File: src/rtl/nbit_seq_divider_pkg.sv
// Shared types and constants for the iterative restoring divider.
package nbit_seq_divider_pkg;

  // FSM encoding for the divider control.
  typedef enum logic [1:0] {
    IDLE = 2'd0,
    RUN  = 2'd1,
    DONE = 2'd2
  } state_t;

  // Replicated to the operand width to form the divide-by-zero quotient (all ones).
  localparam logic DBZ_Q_BIT = 1'b1;

  // Iteration counter must hold values 0..n.
  function automatic int cnt_width(input int n);
    return $clog2(n + 1);
  endfunction

endpackage

File: src/rtl/nbit_seq_divider_sub.sv
// Structural ripple-carry 2's-complement subtractor: diff = a + ~b + c_in.
// c_out = 1 means no borrow, i.e. a >= b when c_in = 1.
module NBitSub #(
  parameter int n = 9
) (
  input  logic [n-1:0] a,
  input  logic [n-1:0] b,
  input  logic         c_in,
  output logic [n-1:0] diff,
  output logic         c_out
);

  logic [n:0]   carry;
  logic [n-1:0] b_inv;

  assign b_inv    = ~b;
  assign carry[0] = c_in;

  // One full adder per bit, carry rippling from LSB to MSB.
  for (genvar i = 0; i < n; i++) begin : g_fa
    assign diff[i]      = a[i] ^ b_inv[i] ^ carry[i];
    assign carry[i+1]   = (a[i] & b_inv[i]) | (carry[i] & (a[i] ^ b_inv[i]));
  end

  assign c_out = carry[n];

endmodule

File: src/rtl/nbit_seq_divider.sv
// Multi-cycle unsigned restoring divider, one trial subtraction per clock.
//
//   state | meaning
//   ------+--------------------------------------------------------
//   IDLE  | waiting for start
//   RUN   | iterating, one quotient bit per clock
//   DONE  | results valid, done pulses; start here is accepted again
module nbit_seq_divider
  import nbit_seq_divider_pkg::*;
#(
  parameter int N = 8
) (
  input  logic         clk,
  input  logic         rst,
  input  logic         start,
  input  logic [N-1:0] dividend,
  input  logic [N-1:0] divisor,
  output logic         busy,
  output logic         done,
  output logic [N-1:0] quotient,
  output logic [N-1:0] remainder,
  output logic         div_by_zero
);

  localparam int             CW           = cnt_width(N);
  localparam logic [CW-1:0]  LAST_CNT     = CW'(N - 1);
  localparam logic [N-1:0]   DBZ_QUOTIENT = {N{DBZ_Q_BIT}};

  state_t        state_q, state_d;
  logic [N-1:0]  d_q;
  logic [N-1:0]  q_q;
  logic [N:0]    r_q;
  logic [CW-1:0] cnt_q;

  logic [N:0]    rs;
  logic [N:0]    d_ext;
  logic [N:0]    t;
  logic          no_borrow;
  logic [N-1:0]  q_next;
  logic [N:0]    r_next;
  logic          accept;
  logic          last_iter;
  logic          div_zero_in;

  // R[N] is always 0 after an iteration; only the low N bits feed the shift.
  logic          unused_r_msb;
  assign unused_r_msb = r_q[N];

  assign accept      = start && (state_q != RUN);
  assign last_iter   = (state_q == RUN) && (cnt_q == LAST_CNT);
  assign div_zero_in = (divisor == '0);

  // Shift the next dividend bit into the partial remainder and trial-subtract D.
  assign rs    = {r_q[N-1:0], q_q[N-1]};
  assign d_ext = {1'b0, d_q};

  NBitSub #(
    .n (N + 1)
  ) u_sub (
    .a     (rs),
    .b     (d_ext),
    .c_in  (1'b1),
    .diff  (t),
    .c_out (no_borrow)
  );

  assign r_next = no_borrow ? t : rs;
  assign q_next = {q_q[N-2:0], no_borrow};

  // State register.
  always_ff @(posedge clk) begin
    if (rst) state_q <= IDLE;
    else     state_q <= state_d;
  end

  // Next-state logic; a zero divisor skips RUN and completes immediately.
  always_comb begin
    state_d = state_q;
    case (state_q)
      IDLE: begin
        if (start) state_d = div_zero_in ? DONE : RUN;
      end
      RUN: begin
        if (cnt_q == LAST_CNT) state_d = DONE;
      end
      DONE: begin
        if (start) state_d = div_zero_in ? DONE : RUN;
        else       state_d = IDLE;
      end
      default: state_d = IDLE;
    endcase
  end

  // Working registers and held results.
  always_ff @(posedge clk) begin
    if (rst) begin
      d_q         <= '0;
      q_q         <= '0;
      r_q         <= '0;
      cnt_q       <= '0;
      quotient    <= '0;
      remainder   <= '0;
      div_by_zero <= 1'b0;
    end else if (accept) begin
      d_q   <= divisor;
      q_q   <= dividend;
      r_q   <= '0;
      cnt_q <= '0;
      if (div_zero_in) begin
        quotient    <= DBZ_QUOTIENT;
        remainder   <= dividend;
        div_by_zero <= 1'b1;
      end
    end else if (state_q == RUN) begin
      q_q   <= q_next;
      r_q   <= r_next;
      cnt_q <= cnt_q + CW'(1);
      if (last_iter) begin
        quotient    <= q_next;
        remainder   <= r_next[N-1:0];
        div_by_zero <= 1'b0;
      end
    end
  end

  assign busy = (state_q == RUN);
  assign done = (state_q == DONE);

endmodule

File: config.mk
export PLATFORM = sky130hd
export DESIGN_NAME = nbit_seq_divider
export DESIGN_NICKNAME = d
export VERILOG_FILES = /design/src/rtl/nbit_seq_divider_pkg.sv /design/src/rtl/nbit_seq_divider_sub.sv /design/src/rtl/nbit_seq_divider.sv
export SDC_FILE = /design/constraint.sdc
export NUM_CORES = 1
export LEC_CHECK = 0
export ABC_AREA = 1
export CAP_MARGIN = 20
export CORE_MARGIN = 10
export CORE_UTILIZATION = 35
export DETAILED_ROUTE_END_ITERATION = 12
export GPL_TIMING_DRIVEN = 0
export PLACE_DENSITY = 0.55
export SLEW_MARGIN = 20
export SYNTH_ARGS = -nofsm -noshare
export SYNTH_HDL_FRONTEND = slang
export SYNTH_SLANG_ARGS = --single-unit
export TNS_END_PERCENT = 10
File: constraint.sdc
create_clock -name clk -period 8.6 [get_ports clk]
set_input_delay 1.72 -clock clk [delete_from_list [all_inputs] [get_ports clk]]
set_output_delay 1.72 -clock clk [all_outputs]
set_load 0.01 [all_outputs]
==> out/metrics.csv, run 1 <==
stage,metric,value,unit
run_status,status,"finished, final reports clean",
global_routing,grt_pass1_vias,1950,
cts,clk_pin_slew,100,ps
cells_and_area,final_cells,451,
cells_and_area,nets,401,
synthesis,synth_top_family_by_area,simple AND/OR/NAND/NOR gates,
cts,cts_root_buf,clkbuf_8,
synthesis,synth-seq-cells,47,
placement,dp_hpwl,4.48,mm
synthesis,synth_compound_area_share,11.6,%
placement,dp.cells,443,
timing,fin_crit,4000,ps
synthesis,synth_xor_area_share,0.371,%
cells_and_area,area_growth,23.5,%
synthesis,ys_top_cells_by_area,"dfxtp_1 (40%), nand2_1 (12%), inv_1 (9.1%)",
synthesis,yosysMostFrequentCell,nand2_1,
floorplan,die_h,102,µm
timing,max_freq,250,MHz
cells_and_area,n_antenna_cell,0,
synthesis,netlist.top_cell.by_area,dfxtp_1,
cts,cts_hold_buf,0,
route,ant_nets,0,
timing,tns,0,ps
cts,cts_buffers,5,
route,vias,2032,
hold_path,worstHoldPathCells,2,
setup_path,critPathKind,reg2reg,
synthesis,synth_common_cells,"nand2_1 (76), inv_1 (57), dfxtp_1 (47), nor2_1 (47), o21ai_0 (26)",
synthesis,synth.top_cell.area_share,39.9,%
setup_path,r2r-start,q_q[7],
setup_path,endpoint,remainder[6],
setup_path,cp.arrival,4260,ps
synthesis,syn_inst,329,
cells_and_area,seq_area,941,µm²
setup_path,r2r-end,remainder[6],
cts,cts-resized-gates,0,
cts,cts_max_level,2,
setup_path,start_kind,flip-flop,
floorplan,die_x,102,µm
cts,cts_buffer_depth,2,
timing,final-setup-viol-count,0,
route,dr.pass1.iters,4,
pwr,max-vdd-ir-drop,0.0702,mV
synthesis,yosys_most_used_dff,dfxtp_1,
pwr,p_int,0.331,mW
synthesis,avgSynthCellArea,7.18,µm²
pwr,swShare,32.1,%
floorplan,dieArea,10400,µm²
pwr,p_leak,1.39,nW
pwr,powerDensity,167,nW/µm²
setup_path,required,8860,ps
cts,postCtsSetupRepairBufs,0,
global_routing,grt_pass1_wl,9.58,mm
floorplan,io_pins,38,
synthesis,async_reset_ff_share,0,%
global_routing,grt_overflow_total,0,
cells_and_area,n_fill_cell,688,
synthesis,synthAdderAreaFrac,7.00,%
route,wl,5.70,mm
cells_and_area,multi_input_area,1120,µm²
pwr,power_frac_comb,23.8,%
timing,grt_setup_unrepaired,no,
pwr,clock_power_share,27.7,%
synthesis,yosysWarnings,0,
timing,hold_viol,0,
global_routing,track_usage,11.7,%
setup_path,critPathLaunch,q_q[7],
floorplan,rows,29,
cells_and_area,drive_gt1_share,10.2,%
floorplan,coreArea,6460,µm²
pwr,switching_power,0.156,mW
setup_path,critPathCaptureType,flip-flop,
synthesis,netlist_area,2360,µm²
pwr,seq_power_share,48.5,%
setup_path,regToRegSetupSlack,4600,ps
placement,gp_congestion,0.883,
timing,fin_skew,11.7,ps
flow_run,max_cap_violations,0,
setup_path,reg2regPathDepth,19,
timing,slew_violations,0,
synthesis,synth_mux_area_share,0,%
cts,cts_tree,done,
hold_path,hold_class,reg2reg,
global_routing,grt_max_degree,16,
synthesis,syn_nets,357,
route,initialDrtViolationCount,108,
floorplan,initial_core_util,36.6,%
synthesis,synth_cell_type_count,28,
route,drcViolationCount,0,
timing,slew_headroom,65.4,%
route,wl_per_cell,12.6,µm
synthesis,seq_area_frac_synth,39.9,%
route,vias_per_cell,4.51,
synthesis,synthSimpleGateAreaFrac,28.3,%
cts,clock_latency,310,ps
global_routing,antenna_found_initial,0,
timing,period_share,46.5,%
placement,io_buffers,37,
cts,cts.sinks,47,
timing,worstMarginPinSlew,520,ps
synthesis,synth_edf_count,0,
setup_path,cp_max_fo,10,
[placed cells by master, fill, tap and decap left out, drive strengths merged, types with 9 or more instances in the layout]
| master | n |
|---|---|
| inv | 61 |
| dfxtp | 47 |
| nor2 | 58 |
| clkdlybuf4s50 | 37 |
| a21oi | 14 |
| buf | 9 |
| o21ai | 27 |
| nand3 | 10 |
| nand2 | 82 |
[how the worst min path moves through the flow]
stage,from,end,slack [ps]
after floorplan,cnt_q[1],cnt_q[1],460
after global placement,div_by_zero,div_by_zero,450
after detailed placement,div_by_zero,div_by_zero,460
after CTS,div_by_zero,div_by_zero,470
after global routing,div_by_zero,div_by_zero,510
final,div_by_zero,div_by_zero,470
[state kept, by name (all words and copies together), names as in the netlist]
register     cells
quotient         8
r_q              8
q_q              8
div_by_zero      1
d_q              8
cnt_q            4
state_q          2
remainder        8
[cell type report]
type | count | area share, %
Tap cell | 77 | 3.30
Sequential cell | 47 | 32.3
Buffer | 11 | 2.40
Inverter | 61 | 8.02
Clock inverter | 3 | 0.686
Timing Repair Buffer | 37 | 12.7
Clock buffer | 5 | 2.36
Multi-Input combinational cell | 210 | 38.3
[layer usage]
layer / vias up / GRT usage (%) / wire length, µm
li1: 1087 / - / -
met2: 41 / 17.6 / 2430
met3: 7 / 3.44 / 318
met1: 897 / 15.2 / 2860
met4: 0 / 4.66 / 92
met5: - / 0 / 0
[critical path, cell delays in order, from the launching register on]
cell and delay (ps):
dfxtp_1 340, inv_1 60, ha_1 190, fa_1 380, fa_1 390, fa_1 390, fa_1 360, inv_1 80
fa_1 150, inv_1 50, fa_1 360, inv_1 80, fa_1 180, nor2_2 70, buf_2 180, o21ai_0 340
nand2_1 90, nand2_1 110, nor2_2 50, nor2_1 90
[kinds of logic (layout without fill, tap and decap cells)]
family	count (synthesis)	after routing
buffers and inverters	72	117
flip-flops	47	47
XOR/XNOR	1	1
AND/OR/NAND/NOR	151	151
AO/OA/AOI/OAI	49	49
adder cells (fa/ha/maj)	9	9
[power by group through the flow]
| stage | clock, mW | combinational (mW) | sequential (mW) |
|---|---|---|---|
| final | 0.135 | 0.116 | 0.236 |
| after global routing | 0.151 | 0.135 | 0.238 |
| after CTS | 0.142 | 0.117 | 0.237 |
| after detailed placement | 0 | 0.116 | 0.242 |
| after global placement | 0 | 0.116 | 0.242 |
| after floorplan | 0 | 0.0761 | 0.242 |
[per-stage QoR]
stage	cell area (µm²)	worst slack, ps	total power [mW]	utilization (%)	hold slack, ps
3_3_place_gp	2830	4610	0.357	43.8	454
4_1_cts	2920	4570	0.496	45.2	474
6_report	2920	4600	0.488	45.2	473
2_1_floorplan	2360	5050	0.318	-	456
3_5_place_dp	2830	4590	0.358	43.8	459
5_1_grt	2920	4380	0.524	45.2	510
Note: power is estimated with default switching activity, not from simulation.
==> run 2, diff against run 1 <==
PLACE_DENSITY = 0.57   (was 0.55)
clock period = 3.3 ns   (was 8.6 ns; I/O delays follow)
==> run 2 against run 1 <==
- global-route usage rose by 0.20 points
- die area is the same
- critical endpoint unchanged
- largest cell class unchanged
- the run now ends with negative setup slack left
- combinational power grew to 3.5 times the previous value
- final cell count up 0.44%
- non-clock buffer count grew 2
- largest power group unchanged
- count of clock-buffer cells in the layout increased by 1
- via count rose by 2.4%
==> out/metrics.csv, run 2 (synthesis gave the netlist of run 1 again) <==
stage,metric,value,unit,change
pwr,powerDensity,492,nW/µm²,+190%
cts,cts_buffers,5,,unchanged
setup_path,path_common_cell,fa_2,,
placement,dp.cells,443,,unchanged
hold_path,hold_class,reg2reg,,
timing,slew_headroom,64.1,%,-1.3 points
setup_path,max_stage_delay,340,ps,-50 ps
cts,cts.sinks,47,,unchanged
setup_path,cp.arrival,3750,ps,-510 ps
route,vias,2080,,+2.4%
global_routing,track_usage,11.9,%,+0.20 points
setup_path,start_kind,flip-flop,,
pwr,switching_power,0.456,mW,+190%
floorplan,initial_core_util,36.6,%,unchanged
cells_and_area,final_common_cell,nand2_1,,
cts,cts_tree,done,,
cells_and_area,final_cell_mix,"nand2_1 (63), inv_1 (54), nor2_1 (47), dfxtp_1 (46), clkdlybuf4s50_1 (37)",,
cells_and_area,n_fill_cell,653,,-5.1%
timing,hold_viol,0,,unchanged
placement,io_buffers,37,,unchanged
cts,cts_root_buf,clkbuf_8,,
timing,fin_skew,7.68,ps,-3.99 ps
timing,fin_crit,3500,ps,-498 ps
setup_path,critPathCaptureType,flip-flop,,
cells_and_area,n_antenna_cell,0,,unchanged
pwr,power_frac_comb,26.5,%,+2.7 points
route,initialDrtViolationCount,75,,-31%
flow_run,max_cap_violations,0,,unchanged
route,ant_nets,0,,unchanged
setup_path,path_depth,19,,unchanged
cts,clock_latency,310,ps,about the same
timing,final-setup-viol-count,17,,+17
cts,clk_pin_slew,90,ps,about the same
floorplan,rows,29,,unchanged
run_status,status,finished with violations,,
setup_path,cp_max_fo,8,,-2
floorplan,dieArea,10400,µm²,unchanged
timing,period_share,106,%,+60 points
timing,slew_violations,0,,unchanged
run_status,violations,negative setup slack,,
cells_and_area,area_growth,31.6,%,
pwr,p_leak,1.44,nW,+3.4%
route,wl_per_cell,13.1,µm,+3.9%
pwr,seq_power_share,40.4,%,-8.1 points
floorplan,coreArea,6460,µm²,unchanged
route,drcViolationCount,0,,unchanged
timing,grt_setup_unrepaired,yes,,
timing,max_freq,286,MHz,+14%
cells_and_area,drive_gt1_share,18.6,%,+8.5 points
timing,finalWorstSetupSlack,-203,ps,-4800 ps
route,wl,5.95,mm,+4.3%
cells_and_area,postLayoutCoreUtil,48.1,%,+2.9 points
floorplan,io_pins,38,,unchanged
timing,worstMarginPinSlew,538,ps,+18.9 ps
setup_path,cp_top_family,adder cells,,
pwr,finalPower,1.53,mW,+210%
hold_path,worstHoldPathCells,2,,unchanged
placement,dp_hpwl,4.44,mm,-0.79%
pwr,p_int,1.07,mW,+220%
setup_path,reg2regPathDepth,19,,unchanged
global_routing,grt_pass1_wl,9.74,mm,+1.6%
route,dr.pass1.iters,4,,unchanged
cts,cts_max_level,2,,unchanged
placement,gp_congestion,0.832,,-5.8%
global_routing,grt_pass1_vias,2069,,+6.1%
setup_path,cp_slowest_cell,fa_2,,
floorplan,die_h,102,µm,unchanged
setup_path,cp_num_buf_inv,5,,unchanged
floorplan,die_x,102,µm,unchanged
route,vias_per_cell,4.59,,+1.9%
pwr,max-vdd-ir-drop,0.250,mV,+260%
setup_path,required,3550,ps,-5310 ps
pwr,clock_power_share,33.1,%,+5.4 points
cells_and_area,nets,403,,+0.50%
cells_and_area,final_cells,453,,+0.44%
setup_path,critPathKind,reg2reg,,
cts,cts_buffer_depth,2,,unchanged
setup_path,crit_chain,"inv_1, ha_2, fa_2, fa_2, fa_2, fa_2, inv_2, fa_1, inv_2, fa_2, inv_2, fa_2, nor2_4, buf_8, o21ai_4, nand2_1, nand2_2, nor2_2, nor2_1",,
global_routing,antenna_found_initial,0,,unchanged
pwr,swShare,29.8,%,-2.3 points
global_routing,grt_max_degree,15,,-1
global_routing,grt_overflow_total,0,,unchanged
run 2: power by group through the flow:
| stage | clock [mW] | sequential, mW | combinational (mW) |
|---|---|---|---|
| 2_1_floorplan | 0 | 0.630 | 0.205 |
| 3_3_place_gp | 0 | 0.630 | 0.308 |
| 3_5_place_dp | 0 | 0.630 | 0.310 |
| 4_1_cts | 0.516 | 0.618 | 0.385 |
| 5_1_grt | 0.546 | 0.622 | 0.449 |
| 6_report | 0.506 | 0.618 | 0.405 |
run 2: repair_timing:
action,CTS,global route
gates resized for setup,30,9
pin swaps,10,9
setup buffers,0,1
setup endpoints to repair,18,18
cloned,1,0
hold buffers,0,0
run 2: final timing paths:
check / from / to / slack (ps)
worst min register to register: div_by_zero / div_by_zero / 470
worst min-delay path: div_by_zero / div_by_zero / 470
worst max register to register: q_q[7] / remainder[6] / -200
worst max-delay path: q_q[7] / remainder[6] / -200
run 2: per-layer routing:
metal	wire [µm]	vias up	part of all wire, %	global-route usage [%]
met5	0	-	0	0
met4	87	0	1.5	4.99
met3	286	5	4.8	3.37
met2	2660	36	45	19.0
met1	2910	947	49	14.6
li1	-	1092	-	-
run 2: final cells by class:
cell class | instances | area, µm² | area share [%]
Timing Repair Buffer | 39 | 393 | 12.6
Inverter | 61 | 234 | 7.53
Sequential cell | 47 | 942 | 30.3
Buffer | 11 | 76.3 | 2.46
Clock buffer | 6 | 72.6 | 2.34
Multi-Input combinational cell | 210 | 1230 | 39.7
Tap cell | 77 | 96.3 | 3.10
Clock inverter | 2 | 60.1 | 1.93
run 2: metrics by stage:
| step | cell area, µm² | hold slack, ps | setup slack, ps | TNS, ps |
|---|---|---|---|---|
| 2_1_floorplan | 2370 | 456 | -110 | -766 |
| 3_3_place_gp | 2840 | 458 | -427 | -5180 |
| 3_5_place_dp | 2840 | 461 | -450 | -5490 |
| 4_1_cts | 3080 | 475 | -306 | -3560 |
| 5_1_grt | 3110 | 511 | -356 | -4620 |
| 6_report | 3110 | 473 | -203 | -1900 |
run 2: worst reg2reg max path: cells and delay by family, from the launching register on:
kind                       cells  cell delay [ps]
adders and majority gates      8             2230
DFF                            1              330
buffers and inverters          5              360
and+or+nand+nor                5              350
AOI/OAI and AO/OA              1              180
